--- config.mk ---
export PLATFORM = sky130hd
export DESIGN_NAME = fsk_tone_generator_flat
export DESIGN_NICKNAME = d
export VERILOG_FILES = /design/src/rtl/fsk_tone_generator_if.sv /design/src/rtl/fsk_tone_generator.sv /design/src/flat_wrapper.sv
export SDC_FILE = /design/constraint.sdc
export NUM_CORES = 1
export LEC_CHECK = 0
export ABC_AREA = 1
export BUFFER_PORTS_ARGS = -buffer_cell sky130_fd_sc_hd__buf_2
export CAP_MARGIN = 20
export CORE_MARGIN = 3
export CORE_UTILIZATION = 49
export CTS_CLUSTER_SIZE = 10
export DETAILED_ROUTE_END_ITERATION = 10
export PLACE_DENSITY = 0.81
export SETUP_SLACK_MARGIN = 0.05
export SYNTH_ARGS = -nofsm -noshare
export SYNTH_HDL_FRONTEND = slang
export SYNTH_SLANG_ARGS = --single-unit
--- constraint.sdc ---
create_clock -name clock -period 7.7 [get_ports clock]
set_input_delay 1.925 -clock clock [delete_from_list [all_inputs] [get_ports clock]]
set_output_delay 1.925 -clock clock [all_outputs]
set_load 0.05 [all_outputs]
--- src/rtl/fsk_tone_generator_if.sv ---
// rtl/fsk_tone_generator_if.sv - bit handshake, tone configuration and status bundle for fsk_tone_generator
interface fsk_tone_generator_if;
    logic        enable;
    logic        bit_data;
    logic        bit_valid;
    logic        bit_ready;
    logic [31:0] f0_half_period;
    logic [31:0] f1_half_period;
    logic        sample_data;
    logic        busy;
    logic [31:0] symbols_sent;

    modport master (
        output enable, bit_data, bit_valid, f0_half_period, f1_half_period,
        input  bit_ready, sample_data, busy, symbols_sent
    );

    modport slave (
        input  enable, bit_data, bit_valid, f0_half_period, f1_half_period,
        output bit_ready, sample_data, busy, symbols_sent
    );
endinterface

--- src/rtl/fsk_tone_generator.sv ---
// rtl/fsk_tone_generator.sv - two-tone FSK square-wave generator, one symbol of CYCLES_PER_BIT periods per bit
// Optional FSK_IDLE_CARRIER_EN: emit the bit-0 tone while idle instead of holding the line low.
module fsk_tone_generator #(
    parameter int unsigned CLOCK_FREQUENCY    = 100000000,
    parameter int unsigned DEFAULT_FREQUENCY0 = 5000,
    parameter int unsigned DEFAULT_FREQUENCY1 = 10000,
    parameter int unsigned CYCLES_PER_BIT     = 4
) (
    input  logic clock,
    input  logic clear,
    fsk_tone_generator_if.slave bus
);

    localparam logic [31:0] HP0_RAW  = 32'(CLOCK_FREQUENCY / (2 * DEFAULT_FREQUENCY0));
    localparam logic [31:0] HP1_RAW  = 32'(CLOCK_FREQUENCY / (2 * DEFAULT_FREQUENCY1));
    localparam logic [31:0] HP0      = (HP0_RAW == 32'd0) ? 32'd1 : HP0_RAW;
    localparam logic [31:0] HP1      = (HP1_RAW == 32'd0) ? 32'd1 : HP1_RAW;
    localparam logic [31:0] LAST_PER = 32'(CYCLES_PER_BIT - 1);

    localparam logic [0:0] IDLE = 1'b0;
    localparam logic [0:0] TONE = 1'b1;

    logic [0:0]  state_q, state_d;
    logic        sample_q, sample_d;
    logic [31:0] half_cnt_q, half_cnt_d;
    logic [31:0] per_cnt_q, per_cnt_d;
    logic [31:0] hp_q, hp_d;
    logic [31:0] sent_q, sent_d;

    logic [31:0] hp0_eff, hp1_eff, hp_sel;
    logic        sym_end, ready, accept;

    always_comb begin
        hp0_eff = (bus.f0_half_period != 32'd0) ? bus.f0_half_period : HP0;
        hp1_eff = (bus.f1_half_period != 32'd0) ? bus.f1_half_period : HP1;
        hp_sel  = bus.bit_data ? hp1_eff : hp0_eff;
    end

    // Last cycle of a symbol: final low half of the final period has expired.
    assign sym_end = (state_q == TONE) && (half_cnt_q == 32'd0) && !sample_q
                     && (per_cnt_q == LAST_PER);
    assign ready   = !clear && bus.enable && ((state_q == IDLE) || sym_end);
    assign accept  = ready && bus.bit_valid;

    always_comb begin
        state_d    = state_q;
        sample_d   = sample_q;
        half_cnt_d = half_cnt_q;
        per_cnt_d  = per_cnt_q;
        hp_d       = hp_q;
        sent_d     = sent_q;

        case (state_q)
            IDLE: begin
                if (accept) begin
                    state_d    = TONE;
                    sample_d   = 1'b1;
                    half_cnt_d = hp_sel - 32'd1;
                    per_cnt_d  = 32'd0;
                    hp_d       = hp_sel;
                end else begin
`ifdef FSK_IDLE_CARRIER_EN
                    if (half_cnt_q != 32'd0) begin
                        half_cnt_d = half_cnt_q - 32'd1;
                    end else begin
                        sample_d   = !sample_q;
                        half_cnt_d = hp0_eff - 32'd1;
                    end
`else
                    sample_d   = 1'b0;
`endif
                end
            end
            TONE: begin
                if (half_cnt_q != 32'd0) begin
                    half_cnt_d = half_cnt_q - 32'd1;
                end else if (sample_q) begin
                    sample_d   = 1'b0;
                    half_cnt_d = hp_q - 32'd1;
                end else if (per_cnt_q != LAST_PER) begin
                    sample_d   = 1'b1;
                    per_cnt_d  = per_cnt_q + 32'd1;
                    half_cnt_d = hp_q - 32'd1;
                end else begin
                    sent_d = sent_q + 32'd1;
                    if (accept) begin
                        sample_d   = 1'b1;
                        half_cnt_d = hp_sel - 32'd1;
                        per_cnt_d  = 32'd0;
                        hp_d       = hp_sel;
                    end else begin
                        state_d    = IDLE;
                        sample_d   = 1'b0;
                        half_cnt_d = 32'd0;
                        per_cnt_d  = 32'd0;
                    end
                end
            end
            default: begin
                state_d    = IDLE;
                sample_d   = 1'b0;
                half_cnt_d = 32'd0;
                per_cnt_d  = 32'd0;
            end
        endcase
    end

    always_ff @(posedge clock or posedge clear) begin
        if (clear) begin
            state_q    <= IDLE;
            sample_q   <= 1'b0;
            half_cnt_q <= 32'd0;
            per_cnt_q  <= 32'd0;
            hp_q       <= 32'd0;
            sent_q     <= 32'd0;
        end else begin
            state_q    <= state_d;
            sample_q   <= sample_d;
            half_cnt_q <= half_cnt_d;
            per_cnt_q  <= per_cnt_d;
            hp_q       <= hp_d;
            sent_q     <= sent_d;
        end
    end

    assign bus.bit_ready    = ready;
    assign bus.sample_data  = sample_q;
    assign bus.busy         = (state_q == TONE);
    assign bus.symbols_sent = sent_q;

endmodule

--- src/flat_wrapper.sv ---
// flat-port wrapper written by rule: the top's interface ports become plain ports
module fsk_tone_generator_flat 
#(
    parameter int unsigned CLOCK_FREQUENCY    = 100000000,
    parameter int unsigned DEFAULT_FREQUENCY0 = 5000,
    parameter int unsigned DEFAULT_FREQUENCY1 = 10000,
    parameter int unsigned CYCLES_PER_BIT     = 4
)
  (clock, clear, bus_enable, bus_bit_data, bus_bit_valid, bus_f0_half_period, bus_f1_half_period, bus_bit_ready, bus_sample_data, bus_busy, bus_symbols_sent);
  fsk_tone_generator_if bus_i ();
  input  logic clock;
  input  logic clear;
  input wire logic [$bits(bus_i.enable)-1:0] bus_enable;
  input wire logic [$bits(bus_i.bit_data)-1:0] bus_bit_data;
  input wire logic [$bits(bus_i.bit_valid)-1:0] bus_bit_valid;
  input wire logic [$bits(bus_i.f0_half_period)-1:0] bus_f0_half_period;
  input wire logic [$bits(bus_i.f1_half_period)-1:0] bus_f1_half_period;
  output wire logic [$bits(bus_i.bit_ready)-1:0] bus_bit_ready;
  output wire logic [$bits(bus_i.sample_data)-1:0] bus_sample_data;
  output wire logic [$bits(bus_i.busy)-1:0] bus_busy;
  output wire logic [$bits(bus_i.symbols_sent)-1:0] bus_symbols_sent;
  assign bus_i.enable = bus_enable;
  assign bus_i.bit_data = bus_bit_data;
  assign bus_i.bit_valid = bus_bit_valid;
  assign bus_i.f0_half_period = bus_f0_half_period;
  assign bus_i.f1_half_period = bus_f1_half_period;
  assign bus_bit_ready = bus_i.bit_ready;
  assign bus_sample_data = bus_i.sample_data;
  assign bus_busy = bus_i.busy;
  assign bus_symbols_sent = bus_i.symbols_sent;
  fsk_tone_generator #(.CLOCK_FREQUENCY(CLOCK_FREQUENCY), .DEFAULT_FREQUENCY0(DEFAULT_FREQUENCY0), .DEFAULT_FREQUENCY1(DEFAULT_FREQUENCY1), .CYCLES_PER_BIT(CYCLES_PER_BIT)) u_core (.clock(clock), .clear(clear), .bus(bus_i));
endmodule
---- After elaboration in Yosys (flattened, before gate mapping) ----
Cells that the tools add are included.
word-level totals
  bits in registers ....................... 130
  input bits .............................. 69
  RAM bits ................................ 0
  bits in latches ......................... 0
  logic and storage cells ................. 64
  output and inout port bits .............. 35
  memories ................................ 0
  ROM bits ................................ 0
cells by class
  equality and inequality tests ........... 6
  multiplexer cells ....................... 27
  bitwise operators ....................... 4
  shifts and indexed selects .............. 0
  divide/modulo/power cells ............... 0
  add/sub/neg operators ................... 5
  reduce and logical (&&, ||, !) cells .... 16
  $mul .................................... 0
  order comparisons ....................... 0
operators with widths
  cell                                                                  number
  32-bit 2-to-1 mux                                                     16
  32-bit case mux with 2 select lines                                   3
  32-bit nonzero test                                                   3
  32-bit by 1-bit subtractor with 32-bit output, second input constant  3
  32-bit by 1-bit adder with 32-bit output, second input constant       2
  32-bit by 2-bit == test with 1-bit output, second input constant      1
  32-bit zero test                                                      1
  32-bit by 2-bit != test with 1-bit output, second input constant      1
  1-bit logical AND                                                     6
  1-bit 2-to-1 mux                                                      6
  2-bit != test, second input constant                                  3
  3-bit AND reduction                                                   2
  1-bit NOT                                                             4
  1-bit case mux with 2 select lines                                    2
  4-bit AND reduction                                                   1
  1-bit zero test                                                       2
  2-bit by 1-bit != test with 1-bit output, second input constant       1
  1-bit logical OR                                                      1

---- Logic depth before layout (Yosys ltp) ----
Gate-level depths: netlist of the first run.
  depth in word-level cells ............... 12
  gate-level depth with buffers ........... 20
  depth with buffers taken out ............ 19

---- Least setup slack after synthesis of the first run ----
OpenSTA, ideal clock, no wires.
  kind .................................... input to output
  start ................................... in bus_enable
  end ..................................... out bus_bit_ready
  cell stages on the path ................. 4
  setup slack ............................. 3.257 ns
  data arrival time ....................... 2.518 ns
  cell sequence ........................... inv_1 -> nor2_1 -> nand2_1 -> inv_1
on the way
  word-level cells in the longest chain between the ends .. 2
ends and longest elaborated chain
  item                             line                      text
  start, declared                  flat_wrapper.sv:13        input wire logic [$bits(bus_i.enable)-1:0] bus_enable;
  1-bit logical AND (2 in series)  fsk_tone_generator.sv:42  assign ready = !clear && bus.enable && ((state_q == IDLE) || sym_end);
  end, declared                    flat_wrapper.sv:18        output wire logic [$bits(bus_i.bit_ready)-1:0] bus_bit_ready;
Every way passes these cells.

---- Worst setup path in the final report of the first run ----
  start ................................... reg u_core.half_cnt_q[0]
  end ..................................... out bus_bit_ready
on the way
  word-level cells in the longest chain between the ends .. 6
ends and longest elaborated chain
  item                             line                       text
  start, declared                  fsk_tone_generator.sv:25   logic [31:0] half_cnt_q, half_cnt_d;
  start signal, assigned           fsk_tone_generator.sv:119  half_cnt_q <= half_cnt_d;
  32-bit zero test                 fsk_tone_generator.sv:40   assign sym_end = (state_q == TONE) && (half_cnt_q == 32'd0) && !sample_q
  1-bit logical AND (2 in series)  fsk_tone_generator.sv:40
  1-bit logical AND                fsk_tone_generator.sv:41   && (per_cnt_q == LAST_PER);
  1-bit logical OR                 fsk_tone_generator.sv:42
  1-bit logical AND                fsk_tone_generator.sv:42
Every way passes these cells.

==> metrics.txt, run 1 <==
outcome finished clean; antenna diode count 0; vias in the first global route ~9k; Placer Congestion between 0.9 and 1; CP required between 5 and 6 ns; internal power ~1.3 mW; data arrival time of the worst path 2.84 ns; non-filler cells, final 1,758; Root Buffer clkbuf_16; Setup TNS Final 0 ns; Die Ht 145 µm; H-tree depth 4; combinational fraction of design power 0.061; Min Hold Slack ~0.47 ns; Initial DRC Count 818; ys flop type dfrtp_1; Clock Sink Count 130; starting density of the core 0.501; die width approximately 140 µm; Clock Power Share 0.529; Least-Margin Pin Slew just over 0.7 ns; sequential fraction of the synthesis area 0.346; Final Hold Viols 0; placed cell count 1,725; share of flip-flops with an asynchronous set or reset 1.00; RSZ-0062 raised after global routing false; share of cells above drive strength 1 0.123; count leader, synth nand2_1; Finished Core Util 0.574; Achievable Freq approximately 210 MHz; Worst VDD drop approximately 0.14 mV; Synthesis Warnings 0; fill cell count around 1.7k; Tcrit/Tclk final 0.619; DRC viols 0; Worst Setup Start Kind flip-flop; crit-path max FO 13; area of the die 20,900 µm²; Max Cap Violations 0; Max Slew Vio Count 0; Post-Syn Instances around 1.4k; Synth area leaders dfrtp_1 35%, nand2_1 13%, inv_1 8.7%; DR WL/cell 14.3 µm; final WL about 25,000 µm; Pwr Density approximately 150 nW/µm²; Seq pwr share 0.410; synthesized area between 9000 and 10,000 µm²; clock latency on the worst-skew pair approximately 0.43 ns; Tmin final ~4.8 ns; CTS Hold Buffers Added 0; row cnt 50; Post-synth EDFFs 0; Routed Antenna Nets 0; CTS Buffer Depth 2; Yosys cell types 53; Core Area between 15,000 and 20,000 µm²; worst hold path type flip-flop to flip-flop; # Post-CTS Setup Buffers 0; sw frac 0.237; grt ovf 0; first-pass GRT wire length around 42,000 µm; largest net degree at the start of global routing about 80; Post-synth top cells 329 x nand2_1, 218 x inv_1, 196 x nor2_1, 130 x dfrtp_1, 107 x o21ai_0; clock-pin transition on the worst setup and hold timing paths about 0.06 ns; nets@finish roughly 1.6k; dpl hpwl approximately 19,000 µm; Clock Skew roughly 0.011 ns; Net Switching between 0.3 and 0.4 mW; largest area contributor in the netlist dfrtp_1; Final Cell Area ~11,000 µm²; total number of vias between 9k and 10k; Final Setup Violations 0; area grow syn2layout 14.5%; Placement Setup Slack about 2.8 ns; Post-Syn Area per Cell 6.65 µm²; Rel. slew slack 0.522; Area after DPL between 10,000 and 15,000 µm²; Tot Pwr between 1.5 and 2 mW; Final WS setup around 2.9 ns; First-pass DRT Iterations 5; io pins ~100; number of port buffers 103; share of the synthesized area in the top cell type 0.346; Crit Path Category flip-flop to output pin; Synth Net Count about 1.5k; initial antenna violation count 0; number of CTS-inserted buffers 17; GRT Overall Usage 0.249; vias per cell 5.42; CTS tree built; crit end category output pin; Leakage Power 5.42 nW; post-synthesis register bit count 130; CTS-repair resized insts 0
-- cell type report --
class                      instances  area [µm²]  share of cell area
timing repair buffer             108         573              0.0532
clock buffer                      18         439              0.0408
tap                              234         293              0.0272
sequential                       130        3250               0.302
inverter                         224         843              0.0783
multi-input combinational       1030        5170               0.480
clock inverter                    14         200              0.0186
-- logic make-up after synthesis --
family,count (synthesis),synth area share
buf+inv,254,0.104
fa+ha+maj,5,0.00665
xor+xnor,72,0.0670
compound gates,209,0.126
flops,130,0.346
simple gates,744,0.350
-- registers in the layout, summed over array words and instances, names as in the netlist --
name	count
u_core.bus.symbols_sent	32
u_core.bus.busy	1
u_core.half_cnt_q	32
u_core.bus.sample_data	1
u_core.per_cnt_q	32
u_core.hp_q	32
-- worst max-delay path, stage by stage, from the launching register on --
cell and delay (ns):
dfrtp_1 0.42, inv_1 0.13, ha_1 0.20, inv_1 0.09, nor2_1 0.22, nand3_1 0.16, nor2_4 0.36, o21ai_2 0.13
nor2_4 0.27, nand2_1 0.13, inv_1 0.07, buf_2 0.25
-- layout by cell type (no fill, tap or decap), types with 4 or more instances in the layout --
master / count
inv_6: 4
nor2_4: 7
nor3_2: 5
a21oi_1: 39
nor2_1: 196
bufinv_16: 4
clkinv_4: 4
nor4_1: 11
nor3_1: 36
o211ai_1: 8
buf_2: 103
o21ai_1: 11
xor2_1: 49
clkbuf_16: 17
o21ai_0: 107
o22ai_1: 8
dfrtp_1: 130
o221ai_1: 10
inv_2: 4
a31oi_1: 4
buf_4: 4
xnor2_1: 23
nand2_1: 329
nand4_1: 35
nor2_2: 8
inv_1: 217
nand2_2: 5
or2_2: 9
nand3_1: 84
ha_1: 5
-- worst paths after layout --
path	start	to	slack, ns	depth (start not counted)
max reg2reg	u_core.half_cnt_q[0]	u_core.per_cnt_q[23]	4.12	15
min	u_core.bus.symbols_sent[31]	u_core.bus.symbols_sent[31]	0.47	1
min in group asynchronous	clear	u_core.hp_q[16]	1.61	2
min reg2reg	u_core.bus.symbols_sent[31]	u_core.bus.symbols_sent[31]	0.47	1
max	u_core.half_cnt_q[0]	bus_bit_ready	2.93	11
max in group asynchronous	clear	u_core.per_cnt_q[13]	5.06	4
-- power by group through the flow --
stage / clock, mW / combinational (mW) / sequential, mW
after floorplan: 0 / 0.0616 / 0.696
after global placement: 0 / 0.0992 / 0.696
after detailed placement: 0 / 0.100 / 0.696
after CTS: 0.886 / 0.101 / 0.683
after global routing: 0.920 / 0.117 / 0.683
final: 0.881 / 0.102 / 0.683
-- metal layers --
layer,up-vias,wire (µm),global-route usage
met5,-,0,0
met4,0,694,0.0972
met3,51,2070,0.0549
met2,421,11500,0.404
met1,4317,10900,0.325
li1,4743,-,-
Note: power is estimated with default switching activity, not from simulation.
==> run 2: changes to the inputs <==
Settings changed: PLACE_DENSITY 0.81 to 0.83.
Clock period 7.7 ns to 4.26 ns, I/O delays scaled along.
==> run 2 against run 1 <==
  * Setup slack lost 2.5 ns
  * Wire length rose by 2.3%
  * Die area stayed put
  * Non-clock buffer count increased by 7
  * Power increased by 76%
  * Combinational power rose by 82%
  * Critical path depth unchanged
  * Register-to-register slack got worse by 3.3 ns
  * Clock power rose by 71%
  * Sequential share of layout area about the same
  * Hold slack better by 0.0083 ns
==> metrics.txt, run 2 (synthesized netlist as in run 1, its figures left out) <==
outcome finished clean; CTS Hold Buffers Added 0 (unchanged); Placement Setup Slack 0.679 ns (-2.16 ns); Rel. slew slack 0.374 (-0.148); io pins 104 (unchanged); largest net degree at the start of global routing 77 (-4.9%); leading cell type in the layout, fill and taps excluded nand2_1; Initial DRC Count 903 (+10%); crit-path max FO 13 (unchanged); final WL 25,700 µm (+2.3%); number of port buffers 103 (unchanged); DRC viols 0 (unchanged); combinational fraction of design power 0.063 (+0.002); Tmin final 3.80 ns; H-tree depth 4 (unchanged); area grow syn2layout 14.7%; CTS tree built; nets@finish 1,592 (+0.44%); row cnt 50 (unchanged); first-pass GRT wire length 43,000 µm (+2.3%); Final Setup Violations 0 (unchanged); dpl hpwl 19,300 µm (+3.5%); commonest cells after routing, fill and taps aside 329 x nand2_1, 217 x inv_1, 196 x nor2_1; die width 145 µm (unchanged); Final Cell Area 10,800 µm² (+0.10%); Clock Power Share 0.516 (-0.013); Pwr Density 272 nW/µm² (+76%); number of CTS-inserted buffers 17 (unchanged); area of the die 20,900 µm² (unchanged); Worst Setup Start Kind flip-flop; starting density of the core 0.501 (unchanged); Clock Sink Count 130 (unchanged); Final WS setup 0.463 ns (-2.47 ns); Die Ht 145 µm (unchanged); Tcrit/Tclk final 0.891; First-pass DRT Iterations 5 (unchanged); Seq pwr share 0.421 (+0.011); data arrival time of the worst path 2.73 ns (-0.11 ns); CP required 3.19 ns (-2.59 ns); Crit Path Category flip-flop to output pin; Multi-input gate area 5170 µm² (unchanged); CTS-repair resized insts 0 (unchanged); Achievable Freq between 200 and 300 MHz; sw frac 0.244 (+0.00670); fill cell count 1,695 (+0.059%); Setup TNS Final 0 ns (unchanged); Area after DPL 10,200 µm² (+0.73%); CTS Buffer Depth 2 (unchanged); worst hold path type flip-flop to flip-flop; vias per cell 5.52 (+1.8%); Root Buffer clkbuf_16; crit end category output pin; Net Switching 0.716 mW (+81%); Least-Margin Pin Slew 0.937 ns (+0.221 ns); Max Cap Violations 0 (unchanged); DR WL/cell 14.6 µm (+1.9%); RSZ-0062 raised after global routing false; Tot Pwr 2.94 mW (+76%); share of cells above drive strength 1 0.127 (+0.00344); internal power 2.22 mW (+75%); Max Slew Vio Count 0 (unchanged); vias in the first global route 9,173 (+2.1%); Clock Skew 0.00954 ns (-0.00176 ns); Final Hold Viols 0 (unchanged); Routed Antenna Nets 0 (unchanged); grt ovf 0 (unchanged); Core Area 18,800 µm² (unchanged); Worst VDD drop 0.224 mV (+62%); Storage cell area 3250 µm² (unchanged); Leakage Power 5.42 nW (about the same); GRT Overall Usage 0.253 (+0.00430); Placer Congestion 0.982 (+3.4%); total number of vias 9,739 (+2.2%); clock latency on the worst-skew pair 0.43 ns (about the same); clock-pin transition on the worst setup and hold timing paths 0.06 ns (about the same); antenna diode count 0 (unchanged); initial antenna violation count 0 (unchanged); # Post-CTS Setup Buffers 0 (unchanged)
-- run 2: changes by cell type in the layout (fill, tap and decap cells not counted), sizes merged --
cell / before / now
buf: 108 / 115
bufinv: 4 / 3
clkbuf: 18 / 17
clkinv: 8 / 6
clkinvlp: 0 / 4
inv: 226 / 225
-- run 2: final timing paths --
check / start / end / slack [ns] / depth (start not counted)
worst max-delay path: u_core.half_cnt_q[0] / bus_bit_ready / 0.46 / 11
worst min-delay path: u_core.bus.symbols_sent[31] / u_core.bus.symbols_sent[31] / 0.48 / 1
worst max register to register: u_core.half_cnt_q[0] / u_core.per_cnt_q[30] / 0.80 / 15
worst min register to register: u_core.bus.symbols_sent[31] / u_core.bus.symbols_sent[31] / 0.48 / 1
max in group asynchronous: clear / u_core.bus.symbols_sent[23] / 2.54 / 3
min in group asynchronous: clear / u_core.hp_q[8] / 0.85 / 2
-- run 2: metal layers --
metal  up-vias  share of wire  global-route usage
met3        65          0.075              0.0440
met1      4488           0.43               0.331
met5         -              0                   0
met2       419           0.47               0.424
li1       4767              -                   -
met4         0          0.027              0.0889
-- run 2: layout make-up --
type | count | area share
clock buffers | 17 | 0.0394
inverters | 224 | 0.0783
well taps | 234 | 0.0271
repair buffers | 115 | 0.0573
clock inverters | 14 | 0.0166
multi-input cells | 1030 | 0.480
flip-flops and latches | 130 | 0.302
-- run 2: power by group through the flow --
stage          sequential, mW  clock, mW  combinational (mW)
2_1_floorplan            1.26          0               0.112
3_3_place_gp             1.26          0               0.182
3_5_place_dp             1.26          0               0.185
4_1_cts                  1.23       1.52               0.185
5_1_grt                  1.23       1.58               0.213
6_report                 1.23       1.51               0.186
-- run 2: worst max-delay path, cell delays in order (launching register included) --
cell and delay (ns):
dfrtp_1 0.40, inv_1 0.11, ha_1 0.20, inv_1 0.09, nor2_1 0.20, nand3_1 0.15
nor2_4 0.37, o21ai_2 0.13, nor2_4 0.25, nand2_1 0.08, inv_1 0.07, buf_2 0.25
-- run 2: per-stage QoR --
stage | instances | utilization | hold slack [ns]
final | 1764 | 0.575 | 0.475
after global routing | 1764 | 0.575 | 0.504
after CTS | 1764 | 0.575 | 0.475
after detailed placement | 1733 | 0.543 | 0.463
after global placement | 1733 | 0.543 | 0.456
after floorplan | 1414 | - | 0.446
==> run 3: changes to the inputs <==
Settings changed: CORE_UTILIZATION 49 to 45, PLACE_DENSITY 0.83 to 0.78.
==> run 3 against run 2 <==
  * Combinational power barely moved
  * Critical path depth unchanged
  * Clock skew fell by 0.0013 ns
  * Critical path type unchanged
  * Register-to-register slack improved by 0.21 ns
  * Largest power group unchanged
  * Hold slack lost 0.0026 ns
  * Largest cell class unchanged
  * Wire length about the same
==> metrics.txt, run 3 (synthesized netlist as in run 1, its figures left out) <==
DRC viols 0 (unchanged); Die Ht 151 µm (+4.2%); share of cells above drive strength 1 0.128 (+0.00114); Max Slew Vio Count 0 (unchanged); Leakage Power 5.45 nW (+0.53%); R2R setup slack 1.01 ns (+0.21 ns); grt ovf 0 (unchanged); leading cell type in the layout, fill and taps excluded nand2_1; fill cell count 1,922 (+13%); HP Start u_core.bus.symbols_sent[31]; Achievable Freq 275 MHz (+4.4%); hold endpoint u_core.bus.symbols_sent[31]; clock latency on the worst-skew pair 0.42 ns (about the same); Final Cell Area 10,900 µm² (+0.84%); starting density of the core 0.462 (-0.0393); WP buf/inv 4 (unchanged); Crit-path slowest cell dfrtp_1; io pins 104 (unchanged); die width 151 µm (+4.2%); antenna diode count 0 (unchanged); CP required 3.19 ns (about the same); Crit Path Category flip-flop to output pin; Core Area 20,400 µm² (+8.5%); non-filler cells, final 1,802 (+2.2%); Worst Setup Start Kind flip-flop; CTS-repair resized insts 0 (unchanged); clock-pin transition on the worst setup and hold timing paths 0.06 ns (about the same); first-pass GRT wire length 43,200 µm (+0.39%); CP delay by family, top simple AND/OR/NAND/NOR gates; number of CTS-inserted buffers 17 (unchanged); CTS Buffer Depth 2 (unchanged); Setup TNS Final 0 ns (unchanged); Worst R2R Start u_core.half_cnt_q[0]; CTS Hold Buffers Added 0 (unchanged); DR WL/cell 14.3 µm (-2.0%); crit-path most repeated cell inv_1; max incr delay on CP 0.42 ns (+0.02 ns); commonest cells after routing, fill and taps aside 329 x nand2_1, 217 x inv_1, 196 x nor2_1; nets@finish 1,593 (+0.063%); Least-Margin Pin Slew 0.907 ns (-0.0304 ns); initial antenna violation count 0 (unchanged); outcome finished clean; Area after DPL 10,200 µm² (+0.52%); final WL 25,700 µm (about the same); Final Hold Viols 0 (unchanged); crit end category output pin; worst reg2reg path endpoint u_core.per_cnt_q[13]; vias per cell 5.34 (-3.2%); worst hold path type flip-flop to flip-flop; RSZ-0062 raised after global routing false; Initial DRC Count 745 (-17%); Clock Sink Count 130 (unchanged); H-tree depth 4 (unchanged); Finished Core Util 0.534 (-0.0406); data arrival time of the worst path 2.57 ns (-0.16 ns); Worst Reg-to-Reg Cells 15 (unchanged); First-pass DRT Iterations 5 (unchanged); row cnt 52 (+4.0%); Routed Antenna Nets 0 (unchanged); Tcrit/Tclk final 0.854 (-0.0377); Root Buffer clkbuf_16; Clock Skew 0.00822 ns (-0.00132 ns); Max Cap Violations 0 (unchanged); Final WS setup 0.624 ns (+0.161 ns); CTS tree built; Hold Path Cell Cnt 1 (unchanged); GRT Overall Usage 0.233 (-0.0198); crit-path max FO 7 (-6); area grow syn2layout 15.6%; # Post-CTS Setup Buffers 0 (unchanged); area of the die 22,700 µm² (+8.5%); largest net degree at the start of global routing 72 (-6.5%); Placer Congestion 0.953 (-2.9%); Pwr Density 277 nW/µm² (+1.8%); number of port buffers 103 (unchanged); Rel. slew slack 0.394 (+0.0203); placed cell count 1,770 (+2.1%); Tmin final 3.64 ns (-0.161 ns); Placement Setup Slack 0.580 ns (-0.0992 ns); dpl hpwl 19,200 µm (-0.39%); Final Setup Violations 0 (unchanged); vias in the first global route 9,146 (-0.29%); critical path cell sequence inv_1 -> ha_1 -> inv_1 -> nor2_1 -> nand3_1 -> nor2_4 -> o21ai_2 -> nor2_4 -> nand2_1 -> inv_1 -> buf_2; total number of vias 9,630 (-1.1%); Worst VDD drop 0.182 mV (-18%)
run 3: metrics by stage:
| stage | power, mW | hold WS, ns |
|---|---|---|
| floorplan | 1.37 | 0.446 |
| global placement | 1.44 | 0.457 |
| CTS | 3.03 | 0.470 |
| finish | 3.01 | 0.473 |
| detailed placement | 1.44 | 0.459 |
| global route | 3.12 | 0.491 |
run 3: worst reg2reg max path, delay by kind of cell (launching register included):
family                     cells  cell delay [ns]
and+or+nand+nor                8             1.77
buffers and inverters          3             0.45
DFF                            1             0.42
AOI/OAI and AO/OA              3             0.27
adders and majority gates      1             0.22
run 3: cell type report:
cell class / instances / area, µm² / share of cell area
inverter: 224 / 845 / 0.0776
multi-input combinational: 1030 / 5170 / 0.476
clock inverter: 14 / 203 / 0.0186
timing repair buffer: 116 / 626 / 0.0575
clock buffer: 18 / 439 / 0.0404
sequential: 130 / 3250 / 0.299
tap: 270 / 338 / 0.0311
run 3: worst max path at each step:
stage	cells after the start	startpoint	slack [ns]	end
2_1_floorplan	19	bus_bit_data	1.14	u_core.half_cnt_q[20]
3_3_place_gp	19	bus_bit_data	0.65	u_core.half_cnt_q[20]
3_5_place_dp	16	bus_bit_data	0.58	u_core.half_cnt_q[30]
4_1_cts	11	u_core.half_cnt_q[0]	0.63	bus_bit_ready
5_1_grt	11	u_core.half_cnt_q[0]	0.46	bus_bit_ready
6_report	11	u_core.half_cnt_q[0]	0.62	bus_bit_ready
run 3: layer usage:
| metal | vias up | share of wire | global-route usage |
|---|---|---|---|
| met5 | - | 0 | 0 |
| met2 | 426 | 0.46 | 0.377 |
| met1 | 4400 | 0.43 | 0.309 |
| met4 | 0 | 0.029 | 0.101 |
| li1 | 4755 | - | - |
| met3 | 49 | 0.083 | 0.0406 |
run 3: power breakdown:
part	switching [mW]	leakage, nW	internal, mW
Clock	0.590	0.311	1.00
Sequential	0.0000000410	1.56	1.23
Combinational	0.125	3.58	0.0593
Total	0.716	5.45	2.30
